[src/rtl/ad_ip_jesd204_tpl_adc_capture.sv]
// ---------------------------------------------------------------------------
// ad_ip_jesd204_tpl_adc_capture
//
// Triggered snapshot capture behind the JESD204 TPL ADC core, in the link_clk
// domain. After an arm request, the block waits for the trigger. It then
// buffers a programmed number of converter beats in a small FIFO and streams
// them out as one AXI-Stream packet, with tlast on the final beat. A beat that
// cannot be stored because the FIFO is full is reported on adc_dovf, which
// feeds the TPL regmap overflow input.
//
// Ports
//   clk              link_clk; every register is clocked by it
//   resetn           asynchronous active-low reset
//   adc_valid        per-channel valid from the TPL (any bit set = beat present)
//   adc_data         converter beat from the TPL
//   adc_dovf         one-cycle pulse per beat dropped while capturing
//   capture_arm      single-cycle arm request, honoured only when idle
//   capture_len      beats to capture, sampled with an accepted arm
//   capture_trigger  level trigger, qualified with a valid beat
//   capture_busy     high from an accepted arm until the packet has left
//   capture_done     one-cycle pulse after the last beat's handshake
//   capture_ovf      sticky "a beat was dropped", cleared by the next arm
//   m_axis_*         registered AXI-Stream master towards the DMA
// ---------------------------------------------------------------------------
module ad_ip_jesd204_tpl_adc_capture #(
    parameter int DATA_WIDTH      = 128,
    parameter int NUM_CHANNELS    = 4,
    parameter int FIFO_ADDR_WIDTH = 4,
    parameter int LEN_WIDTH       = 32
) (
    input  logic                    clk,
    input  logic                    resetn,
    input  logic [NUM_CHANNELS-1:0] adc_valid,
    input  logic [DATA_WIDTH-1:0]   adc_data,
    output logic                    adc_dovf,
    input  logic                    capture_arm,
    input  logic [LEN_WIDTH-1:0]    capture_len,
    input  logic                    capture_trigger,
    output logic                    capture_busy,
    output logic                    capture_done,
    output logic                    capture_ovf,
    output logic                    m_axis_valid,
    input  logic                    m_axis_ready,
    output logic [DATA_WIDTH-1:0]   m_axis_data,
    output logic                    m_axis_last
);

    localparam int DEPTH = 2 ** FIFO_ADDR_WIDTH;

    localparam logic [FIFO_ADDR_WIDTH:0]   OCC_ONE  = (FIFO_ADDR_WIDTH+1)'(1);
    localparam logic [FIFO_ADDR_WIDTH:0]   OCC_FULL = {1'b1, {FIFO_ADDR_WIDTH{1'b0}}};
    localparam logic [FIFO_ADDR_WIDTH-1:0] PTR_ONE  = FIFO_ADDR_WIDTH'(1);
    localparam logic [LEN_WIDTH-1:0]       LEN_ONE  = LEN_WIDTH'(1);
    localparam logic [LEN_WIDTH-1:0]       LEN_ZERO = '0;

    localparam logic [1:0] ST_IDLE    = 2'd0;
    localparam logic [1:0] ST_ARMED   = 2'd1;
    localparam logic [1:0] ST_CAPTURE = 2'd2;
    localparam logic [1:0] ST_DRAIN   = 2'd3;

    logic [1:0]                 state;
    logic [LEN_WIDTH-1:0]       len_q;
    logic [LEN_WIDTH-1:0]       cnt_q;
    logic [LEN_WIDTH-1:0]       cnt_inc;

    // Each FIFO word carries its tlast tag in the top bit.
    logic [DATA_WIDTH:0]        mem [0:DEPTH-1];
    logic [FIFO_ADDR_WIDTH-1:0] wr_ptr;
    logic [FIFO_ADDR_WIDTH-1:0] rd_ptr;
    logic [FIFO_ADDR_WIDTH-1:0] rd_ptr_nxt;
    // Occupancy counts every word not yet handshaken, including the one
    // currently presented on m_axis_*. It is one bit wider than the pointers,
    // so "full" and "empty" stay distinct when the pointers are equal.
    logic [FIFO_ADDR_WIDTH:0]   occ;
    logic [FIFO_ADDR_WIDTH:0]   avail;

    logic in_valid;
    logic pop;
    logic fifo_full;
    logic wr_req;
    logic wr_acc;
    logic wr_drop;
    logic wr_last;

    always_comb begin
        in_valid  = |adc_valid;
        pop       = m_axis_valid && m_axis_ready;
        fifo_full = (occ == OCC_FULL);
        cnt_inc   = cnt_q + LEN_ONE;

        // The trigger beat itself is the first captured word. CAPTURE stops
        // requesting once len words are buffered. That case only lingers in
        // CAPTURE for a single-beat capture, whose only word was written in
        // ARMED.
        wr_req = in_valid &&
                 (((state == ST_ARMED) && capture_trigger) ||
                  ((state == ST_CAPTURE) && (cnt_q != len_q)));

        // Being full is not fatal when the head word leaves on the same edge.
        wr_acc  = wr_req && (!fifo_full || pop);
        wr_drop = wr_req && fifo_full && !pop;
        wr_last = (cnt_inc == len_q);

        rd_ptr_nxt = pop ? (rd_ptr + PTR_ONE) : rd_ptr;

        // Number of words already in memory once this edge's pop is taken
        // out. A word written on this same edge is excluded. That gives the
        // one-cycle write-to-valid latency, and it guarantees the output
        // register never reads the location being written.
        avail = pop ? (occ - OCC_ONE) : occ;

        capture_busy = (state != ST_IDLE);
    end

    // ---- capture control: state, length, counter, status pulses ----
    always_ff @(posedge clk or negedge resetn) begin
        if (!resetn) begin
            state        <= ST_IDLE;
            len_q        <= '0;
            cnt_q        <= '0;
            capture_ovf  <= 1'b0;
            capture_done <= 1'b0;
            adc_dovf     <= 1'b0;
        end else begin
            capture_done <= 1'b0;
            adc_dovf     <= wr_drop && (state == ST_CAPTURE);

            if (wr_drop && (state == ST_CAPTURE)) begin
                capture_ovf <= 1'b1;
            end

            case (state)
                ST_IDLE: begin
                    if (capture_arm && (capture_len != LEN_ZERO)) begin
                        len_q       <= capture_len;
                        cnt_q       <= '0;
                        capture_ovf <= 1'b0;
                        state       <= ST_ARMED;
                    end
                end
                ST_ARMED: begin
                    // The FIFO is always empty here, so the trigger beat
                    // is never dropped.
                    if (wr_acc) begin
                        cnt_q <= cnt_inc;
                        state <= ST_CAPTURE;
                    end
                end
                ST_CAPTURE: begin
                    if (cnt_q == len_q) begin
                        state <= ST_DRAIN;
                    end else if (wr_acc) begin
                        cnt_q <= cnt_inc;
                        if (wr_last) begin
                            state <= ST_DRAIN;
                        end
                    end
                end
                ST_DRAIN: begin
                    if (pop && m_axis_last) begin
                        capture_done <= 1'b1;
                        state        <= ST_IDLE;
                    end
                end
                default: state <= ST_IDLE;
            endcase
        end
    end

    // ---- FIFO write side and occupancy ----
    always_ff @(posedge clk) begin
        if (wr_acc) begin
            mem[wr_ptr] <= {wr_last, adc_data};
        end
    end

    always_ff @(posedge clk or negedge resetn) begin
        if (!resetn) begin
            wr_ptr <= '0;
            rd_ptr <= '0;
            occ    <= '0;
        end else begin
            if (wr_acc) begin
                wr_ptr <= wr_ptr + PTR_ONE;
            end
            rd_ptr <= rd_ptr_nxt;
            case ({wr_acc, pop})
                2'b10:   occ <= occ + OCC_ONE;
                2'b01:   occ <= occ - OCC_ONE;
                default: occ <= occ;
            endcase
        end
    end

    // ---- registered AXI-Stream output: next head word ----
    // The output holds while valid and not ready, because then avail == occ
    // and rd_ptr_nxt == rd_ptr. When the FIFO runs dry, the old data is kept
    // and only valid falls.
    always_ff @(posedge clk or negedge resetn) begin
        if (!resetn) begin
            m_axis_valid <= 1'b0;
            m_axis_data  <= '0;
            m_axis_last  <= 1'b0;
        end else begin
            m_axis_valid <= (avail != '0);
            if (avail != '0) begin
                {m_axis_last, m_axis_data} <= mem[rd_ptr_nxt];
            end
        end
    end

endmodule
[config.mk]
export PLATFORM = sky130hd
export DESIGN_NAME = ad_ip_jesd204_tpl_adc_capture
export DESIGN_NICKNAME = d
export VERILOG_FILES = /design/src/rtl/ad_ip_jesd204_tpl_adc_capture.sv
export SDC_FILE = /design/constraint.sdc
export NUM_CORES = 2
export LEC_CHECK = 0
export ABC_AREA = 1
export CAP_MARGIN = 20
export CORE_AREA = 5 5 382 459
export CTS_BUF_LIST = sky130_fd_sc_hd__clkbuf_4 sky130_fd_sc_hd__clkbuf_8
export DETAILED_ROUTE_END_ITERATION = 7
export DIE_AREA = 0 0 387 464
export PLACE_DENSITY_LB_ADDON = 0.25
export SETUP_SLACK_MARGIN = 0.5
export SYNTH_ARGS = -nofsm -noshare
export SYNTH_HDL_FRONTEND = slang
export SYNTH_SLANG_ARGS = --single-unit
[constraint.sdc]
create_clock -name clk -period 11.74 [get_ports clk]
set_input_delay 2.348 -clock clk [delete_from_list [all_inputs] [get_ports clk]]
set_output_delay 2.348 -clock clk [all_outputs]
set_load 0.02 [all_outputs]
==> qor.csv <==
metric,value,unit
status,"complete, no violations",
area_growth,13.4,%
synth.top_cell.area_share,69.1,%
cts.sinks,2276,
place_congestion,0.904,
clock_power_share,24.1,%
seq_power_share,37.6,%
fin_crit,6.25,ns
cp_max_fo,195,
p_leak,34.0,nW
cts_tree,yes,
clockBufferDepth,4,
yosys_register_bits,2276,
path_delay_family,buffers and inverters,
clk_pin_slew,0.06,ns
yosysMostFrequentCell,edfxtp_1,
worst_setup_path_start_kind,input port,
grt_overflow,0,
p_comb_share,38.3,%
worstMarginPinSlew,1.23,ns
path_cells,clkdlybuf4s50_1 > nand2_2 > inv_2 > or2_1 > nand2_8 > inv_16 > buf_12 > buf_4 > o21ai_0 > o22ai_1 > o21ai_1 > o22ai_1 > nand2_1 > nand2_1,
die-height,464,µm
cp_data_arrival_time,7.22,ns
setup_viol,0,
grt_use_met3,6.23,%
drive_above_1_share,9.85,%
cts-root-buf,clkbuf_8,
hold_path.class,reg -> reg,
synth_edf_count,2064,
syn_area,89700,µm²
htreeDepth,5,
skew,0.103,ns
avgSynthCellArea,12.8,µm²
post_cts_buffers,0,
ff_latch_area,67300,µm²
max-cap-violations,0,
cts.hold.buffers_added,0,
ys_seq_area_share,75.0,%
grt_pass1_wl,362,mm
hold_viol_final,0,
setup_tns,0,ns
syn_inst,7020,
track_usage,26.3,%
yosys.area.top_type,edfxtp_1,
fill_cells,13200,
holdWs,0.476,ns
rsz0062_at_grt,false,
cts_resized,0,
powerDensity,269,nW/µm²
grt_busiest_layer,met2,
crit_path_max_incr_delay,0.76,ns
ant_nets,0,
fmax,0.160,GHz
vdd_drop_max,304,µV
num_rows,166,
start_util,52.8,%
netSwitchingFraction,39.5,%
route.vias.total,59600,
drv_slew,0,
ys_types,46,
core,170000,µm²
finalPower,27.3,mW
path_buf_inv,5,
drt_iter0_drc,6060,
multi_input_area,20300,µm²
grt_use_met2,42.7,%
yosys-top-cells-area,"edfxtp_1, o21ai_0, dfrtp_1",
async_reset_ff_share,9.31,%
crit_slowest_cell,buf_4,
port_buffers,302,
synth_flop_cell,edfxtp_1,
clock_latency,1.08,ns
numCtsBuffers,357,
intPower,16.6,mW
dieArea,180000,µm²
viasPerCell,6.04,
period_share,53.2,%
slew_headroom,18.0,%
crit_path_end_kind,register,
postSynthNetCount,7202,
grt_max_degree,227,
met1_usage,35.9,%
dieWidth,387,µm
drc_errors,0,
path_class,in -> reg,
layout.nets,7481,
yosys_warnings,0,
drt_wl_total,242,mm
p_sw,10.8,mW
ios,303,
drt_first_pass_iters,8,
antenna_found_initial,39,
grt_pass1_vias,58400,
synthTopCellsByCount,"edfxtp_1, nor2_1, o21ai_0, nand2_1, o22ai_1",
hpwl,116,mm
required,12.71,ns
wl_per_cell,24.5,µm
==> cell families after synthesis <==
logic type	Yosys count	share of synthesized area, %
adders and majority gates	13	0.181
DFF	2276	75.0
muxes	20	0.251
AOI/OAI and AO/OA	1990	12.2
and+or+nand+nor	2112	9.24
xor gates and xnor gates	53	0.538
buffers and inverters	556	2.63
==> tightest hold or removal path: stages (launching register included) <==
cell and delay (ns):
dfrtp_1 0.34, nand2_1 0.05, nand2_1 0.06
==> flip-flops by register name, summed over array words and instances (netlist names) <==
name	count
len_q	32
m_axis_data	128
wr_ptr	4
m_axis_valid	1
state	2
rd_ptr	4
cnt_q	32
adc_dovf	1
m_axis_last	1
capture_done	1
occ	5
capture_ovf	1
mem	2064
==> power groups by stage <==
stage / combinational [mW] / clock (mW) / sequential, mW
after global routing: 11.4 / 7.09 / 10.3
after floorplan: 6.59 / 0 / 10.7
after CTS: 10.4 / 6.71 / 10.3
after detailed placement: 10.3 / 0 / 10.4
final: 10.5 / 6.60 / 10.3
after global placement: 10.1 / 0 / 10.4
==> worst paths after layout <==
path | to | slack, ns | from | cells past startpoint
max | m_axis_data[0]$_DFFE_PN0P_ | 5.49 | m_axis_ready | 14
min | m_axis_data[92]$_DFFE_PN0P_ | 0.48 | m_axis_data[92]$_DFFE_PN0P_ | 2
max reg2reg | m_axis_data[0]$_DFFE_PN0P_ | 6.85 | m_axis_valid$_DFF_PN0_ | 13
min reg2reg | m_axis_data[92]$_DFFE_PN0P_ | 0.48 | m_axis_data[92]$_DFFE_PN0P_ | 2
max in group asynchronous | m_axis_data[92]$_DFFE_PN0P_ | 8.33 | resetn | 3
min in group asynchronous | m_axis_data[57]$_DFFE_PN0P_ | 1.34 | resetn | 1
==> cells in the final DEF (no fill, tap or decap), types with 73 or more instances in the layout <==
| cell | n |
|---|---|
| clkbuf_4 | 139 |
| clkdlybuf4s50_1 | 301 |
| dfrtp_1 | 212 |
| buf_4 | 73 |
| o21ai_0 | 1094 |
| nor2_1 | 1338 |
| clkbuf_8 | 395 |
| edfxtp_1 | 2064 |
| nand2_1 | 619 |
| o21ai_1 | 223 |
| o22ai_1 | 591 |
==> metrics by stage <==
| stage | setup slack (ns) | utilization [%] | cells | cell area [µm²] |
|---|---|---|---|---|
| after floorplan | 2.81 | - | 7020 | 89700 |
| after global placement | 4.71 | 55.6 | 9205 | 94600 |
| after detailed placement | 4.62 | 55.6 | 9206 | 94600 |
| after CTS | 5.78 | 59.8 | 9836 | 102000 |
| after global routing | 5.31 | 59.8 | 9842 | 102000 |
| final | 5.49 | 59.8 | 9859 | 102000 |
==> per-layer routing <==
metal / vias up / wire, µm
met2: 2880 / 115000
li1: 26400 / -
met3: 467 / 23300
met1: 29800 / 97700
met5: - / 235
met4: 34 / 5410
==> cell type report <==
type	count	share of cell area [%]
antenna	21	0.0516
clock buffer	534	6.37
clock inverter	96	0.537
inverter	84	0.354
multi-input combinational	4188	19.9
sequential	2276	66.1
tap	2268	2.79
timing repair buffer	392	3.86
Power figures use the tool's default switching activity.
